==> src/rtl/matrix_result_serializer.sv <==
// matrix_result_serializer
// Snapshots a packed matrix result word and streams it out one byte at a
// time, most significant byte first, optionally followed by an XOR checksum
// byte. A capture request that arrives while a frame is in flight is dropped
// and recorded in a sticky overrun flag.
module matrix_result_serializer #(
    parameter int DATA_WIDTH   = 64,
    parameter int BYTE_WIDTH   = 8,
    parameter int ADD_CHECKSUM = 1
) (
    input  logic                  clock,
    input  logic                  reset,
    input  logic                  clear,
    input  logic                  capture,
    input  logic [DATA_WIDTH-1:0] result_in,
    output logic [BYTE_WIDTH-1:0] out_data,
    output logic                  out_valid,
    input  logic                  out_ready,
    output logic                  out_last,
    output logic                  busy,
    output logic                  overrun
);

    localparam int NDATA = DATA_WIDTH / BYTE_WIDTH;
    localparam int NB    = NDATA + ((ADD_CHECKSUM != 0) ? 1 : 0);
    localparam int IDX_W = (NB > 1) ? $clog2(NB) : 1;

    localparam logic [IDX_W-1:0] LAST_IDX = IDX_W'(NB - 1);
    localparam logic [IDX_W-1:0] IDX_ONE  = IDX_W'(1);

    typedef enum logic {
        IDLE = 1'b0,
        SEND = 1'b1
    } state_t;

    state_t                state_q, state_d;
    logic [DATA_WIDTH-1:0] shift_q, shift_d;
    logic [IDX_W-1:0]      idx_q,   idx_d;
    logic [BYTE_WIDTH-1:0] csum_q,  csum_d;
    logic                  ovr_q,   ovr_d;

    logic                  sending;
    logic                  at_last;
    logic                  is_data;
    logic [BYTE_WIDTH-1:0] data_byte;

    // The checksum, when present, is always the final byte of the frame, so
    // every index other than the last one selects a data byte.
    assign sending   = (state_q == SEND);
    assign at_last   = (idx_q == LAST_IDX);
    assign is_data   = (ADD_CHECKSUM == 0) || !at_last;
    assign data_byte = shift_q[DATA_WIDTH-1 -: BYTE_WIDTH];

    // Outputs are decoded purely from registered state; out_ready and capture
    // never reach an output combinationally.
    assign out_data  = is_data ? data_byte : csum_q;
    assign out_valid = sending;
    assign out_last  = sending && at_last;
    assign busy      = sending;
    assign overrun   = ovr_q;

    // Next-state logic: clear beats capture and transfer; capture while
    // sending is dropped but latched as an overrun.
    always_comb begin : next_state
        state_d = state_q;
        shift_d = shift_q;
        idx_d   = idx_q;
        csum_d  = csum_q;
        ovr_d   = ovr_q;

        if (clear) begin
            state_d = IDLE;
            idx_d   = '0;
            csum_d  = '0;
            ovr_d   = 1'b0;
        end else begin
            case (state_q)
                IDLE: begin
                    if (capture) begin
                        shift_d = result_in;
                        idx_d   = '0;
                        csum_d  = '0;
                        state_d = SEND;
                    end
                end
                SEND: begin
                    if (capture) begin
                        ovr_d = 1'b1;
                    end
                    if (out_ready) begin
                        if (is_data) begin
                            shift_d = shift_q << BYTE_WIDTH;
                            csum_d  = csum_q ^ data_byte;
                        end
                        if (at_last) begin
                            // Park the index at zero so it is ready for the next frame.
                            idx_d   = '0;
                            state_d = IDLE;
                        end else begin
                            idx_d = idx_q + IDX_ONE;
                        end
                    end
                end
                default: begin
                    state_d = IDLE;
                end
            endcase
        end
    end

    // State register with asynchronous active-low reset.
    always_ff @(posedge clock or negedge reset) begin : state_reg
        if (!reset) begin
            state_q <= IDLE;
            shift_q <= '0;
            idx_q   <= '0;
            csum_q  <= '0;
            ovr_q   <= 1'b0;
        end else begin
            state_q <= state_d;
            shift_q <= shift_d;
            idx_q   <= idx_d;
            csum_q  <= csum_d;
            ovr_q   <= ovr_d;
        end
    end

endmodule

==> config.mk <==
export PLATFORM = sky130hd
export DESIGN_NAME = matrix_result_serializer
export DESIGN_NICKNAME = d
export VERILOG_FILES = /design/src/rtl/matrix_result_serializer.sv
export SDC_FILE = /design/constraint.sdc
export NUM_CORES = 1
export LEC_CHECK = 0
export ABC_CLOCK_PERIOD_IN_PS = 2500
export BUFFER_PORTS_ARGS = -buffer_cell sky130_fd_sc_hd__buf_4
export CORE_MARGIN = 2
export CORE_UTILIZATION = 50
export DETAILED_ROUTE_END_ITERATION = 16
export HOLD_SLACK_MARGIN = 0.08
export PLACE_DENSITY = 0.75
export SYNTH_ARGS = -nofsm -noshare
export SYNTH_HDL_FRONTEND = slang
export SYNTH_SLANG_ARGS = --single-unit
==> constraint.sdc <==
create_clock -name clock -period 2.5 [get_ports clock]
set_clock_uncertainty 0.2 [all_clocks]
set_input_delay 0.5 -clock clock [delete_from_list [all_inputs] [get_ports clock]]
set_output_delay 0.5 -clock clock [all_outputs]
set_load 0.01 [all_outputs]
Yosys cells after proc, flatten, opt, wreduce, memory -nomap -nowiden
Cells that the tools add are included.
- register bits: 78
- bits of input ports: 69
- output and inout bits: 12
- word-level logic and storage cells: 46
- add/sub/neg operators: 1
- equal/unequal tests: 7
- multiplexer cells: 23
- bitwise operators: 3
- reduce and logical (&&, ||, !) cells: 7
- operator list (operator ; number):
    $mux 64 ; 3
    $pmux 64 s2 ; 1
    $mux 8 ; 5
    $mux 4 ; 4
    $pmux 8 s2 ; 1
    $ne 3x3->1 const B ; 3
    $pmux 4 s2 ; 1
    $xor 8x8->8 ; 1
    $mux 1 ; 7
    $ne 2x2->1 const B ; 3
    $add 4x1->4 const B ; 1
    $eq 4x4->1 const B ; 1
    $reduce_and 2->1 ; 2
    $reduce_and 4->1 ; 1
    $reduce_bool 2->1 ; 2
    $reduce_and 3->1 ; 1
    $not 1->1 ; 2
    $pmux 1 s2 ; 1
    $logic_and 1x1->1 ; 1

Longest topological paths before layout
- depth in word-level cells: 5
- gate-level depth with buffers: 8
- depth with buffers taken out: 6

Worst setup path after synthesis
OpenSTA, ideal clock, no wires.
- path type: register -> output
- start: register idx_q[0]
- end: output port out_last
- arrival: 1276 ps
- required time: 1800 ps
- slack: 524 ps
- cell stages (with the launch flop): 6
- buffers on the path: 1
- path through: dfrtp_1 > inv_1 > ha_1 > and3b_1 > clkbuf_1 > and2_1
- cells in the longest elaborated chain, start to end: 2
- RTL lines (element ; line ; RTL):
    start, declared ; 38 ; logic [IDX_W-1:0] idx_q, idx_d;
    start signal, assigned ; 122 ; idx_q <= idx_d;
    $eq 4x4->1 ; 50 ; assign at_last = (idx_q == LAST_IDX);
    $logic_and 1x1->1 ; 58 ; assign out_last = sending && at_last;
    end, declared ; 19 ; output logic out_last,
Every way passes these cells.

Worst setup path in the final report
Ends and elaborated chain as after synthesis.

==> flow_metrics.py <==
metrics = {
    "outcome": {
        "status": "finished clean",
    },
    "cts": {
        "clock_path_buffers": 2,
        "htreeDepth": 3,
        "cts_sinks": 78,
        "cts_buffers": 9,
        "clk_pin_slew_ns": 0.08,
        "cts.root.buffer_cell": "clkbuf_8",
        "cts_tree": "done",
        "clock_latency_ns": 0.34,
    },
    "global_route": {
        "grt_max_degree": 66,
        "grt_pass1_wl_um": 14810,
        "antenna_found_initial": 0,
        "grt_pass1_vias": 3069,
        "grt_overflow_total": 0,
        "grt_usage_pct": 22.15,
    },
    "worst_hold_path": {
        "min_from": "result_in[5]",
        "min_path_type": "input port to register",
    },
    "yosys": {
        "yosys_warnings": 0,
        "syn_inst": 369,
        "synth_edf_count": 0,
        "synth_area_sq_mm": 0.003772,
        "syn_nets": 440,
        "ys_seq_area_share_pct": 51.74,
        "async_flop_share_pct": 100.0,
        "ys_seq_elements": 78,
        "synth-main-ff-cell": "dfrtp_1",
        "synth_area_per_cell_sq_um": 10.22,
        "synth_cell_types": 31,
    },
    "die": {
        "die_w_um": 90.86,
        "ios": 81,
        "rows": 31,
        "die_area_sq_mm": 0.008256,
        "die_h_um": 90.86,
        "start_util_pct": 51.73,
        "core-area_sq_mm": 0.007292,
    },
    "layout": {
        "area_growth_pct": 22.82,
        "post_route_cells_drive_above_1_share_pct": 24.94,
        "register_area_sq_mm": 0.001956,
        "fin_nets": 507,
        "stdcell_count": 540,
        "final_util_pct": 63.54,
        "final_common_cell": "buf_4",
        "diodes": 0,
        "final.fill_count": 650,
        "layout_common_cells": "buf_4, dfrtp_1, mux2i_1",
        "multiInputGateArea_sq_mm": 0.001679,
    },
    "drt": {
        "routed_wl_um": 8632,
        "wl_per_cell_um": 15.99,
        "vias": 3021,
        "drt_first_pass_iters": 4,
        "via_per_inst": 5.594,
        "drc": 0,
        "ant_nets": 0,
        "drt-initial-drc-count": 210,
    },
    "placement": {
        "dp_hpwl_um": 5650,
        "globalplace.congestion": 0.7806,
        "post-place-cells": 521,
        "port-buffer-count": 80,
    },
    "worst_setup_path": {
        "r2r_start": "idx_q[0]",
        "critPathMaxFanout": 12,
        "cp-end-kind": "output pin",
        "cp-startpoint": "idx_q[0]",
        "crit_path_start_kind": "register",
        "setup.worst_path.class": "register to output pin",
        "cp.required_ns": 1.80,
        "arrival_ns": 1.63,
    },
    "sta": {
        "relSlewSlack_pct": 53.22,
        "slew_viol_final": 0,
        "worst_pin_slew_ns": 0.6987,
        "max_freq_ghz": 0.4289,
        "setup_tns_ns": 0,
        "rsz0062_at_grt": "false",
        "setup_violations": 0,
        "hold_viol": 0,
        "fin_crit_ns": 2.332,
        "post-route-period-util_pct": 93.27,
    },
    "job": {
        "maxCapViolCount": 0,
    },
    "pwr": {
        "irDropWorstVdd_mv": 0.4268,
        "power.leakage_nw": 2.128,
        "power.density_mw_per_mm2": 660.2,
    },
}
[stage by stage]
step	setup WS [ns]	cell area (sq um)	hold WS (ns)	total power [W]
2_1_floorplan	0.5244	3772	0.004409	0.001999
3_3_place_gp	0.3860	4441	0.2830	0.002251
3_5_place_dp	0.2921	4441	0.2886	0.002281
4_1_cts	0.007137	4617	0.1682	0.003087
5_1_grt	0.04365	4633	0.1750	0.003258
6_report	0.1683	4633	0.1803	0.003059
[critical path, cell delays in order (launching register included)]
cell and delay (ns):
dfrtp_1 0.38, inv_1 0.07, ha_1 0.21, and3b_2 0.31, and2_1 0.19, buf_4 0.14
[synthesized netlist by cell type, drive strengths merged (2+ instances only)]
| library cell | count | share of area (%) |
|---|---|---|
| nand2b | 2 | 0.33 |
| nor2b | 11 | 1.9 |
| mux2i | 57 | 15 |
| buf | 14 | 2.0 |
| ha | 2 | 0.66 |
| dfrtp | 78 | 52 |
| a22o | 9 | 2.1 |
| nor2 | 5 | 0.50 |
| a21oi | 2 | 0.36 |
| and2 | 3 | 0.56 |
| clkbuf | 18 | 1.8 |
| a32o | 8 | 2.1 |
| nand2 | 34 | 3.4 |
| o21ai | 112 | 15 |
| nand3 | 2 | 0.27 |
| inv | 2 | 0.20 |
[path summary, 6_finish.rpt]
path	endpoint	slack [ns]	depth (start not counted)
max	out_last	0.17	5
min	shift_q[5]	0.18	2
max reg2reg	shift_q[27]	0.31	9
min reg2reg	overrun	0.31	2
max in group asynchronous	shift_q[21]	1.02	3
min in group asynchronous	shift_q[45]	0.46	2
[power by group]
group          switching (W)  internal [W]
sequential          0.000128       0.00148
clock               0.000454      0.000357
combinational       0.000321      0.000321
total               0.000903       0.00216
[per-layer routing]
layer	track usage (%)	vias up	part of all wire, %
li1	-	1449	-
met1	30.21	1490	44
met2	35.88	77	49
met3	6.010	5	5.8
met4	4.545	0	0.76
met5	0	-	0
[cell type report]
class	instances	share of cell area, %
clock inverters	6	0.8372
multi-input cells	257	36.24
well taps	99	2.674
repair buffers	88	15.12
flip-flops and latches	78	42.21
inverters	2	0.1620
clock buffers	10	2.755
[what timing repair did]
action	4_1_cts	5_1_grt
setup buffers	0	2
gates resized for setup	0	1
hold endpoints to repair	37	0
endpoints found under the setup margin	0	9
hold buffers	1	0
[state kept, by name, indices dropped and copies added (netlist names)]
name,flops
shift_q,64
idx_q,4
busy,1
csum_q,8
overrun,1
[cell families (layout without fill, tap and decap cells)]
logic type	Yosys count	in the layout	share of synthesized area (%)
fa+ha+maj	2	2	0.6632
flops	78	78	51.74
mux	58	58	15.42
simple gates	63	63	8.159
buf+inv	34	106	3.980
compound gates	134	134	20.03
(Power assumes the default switching activity.)
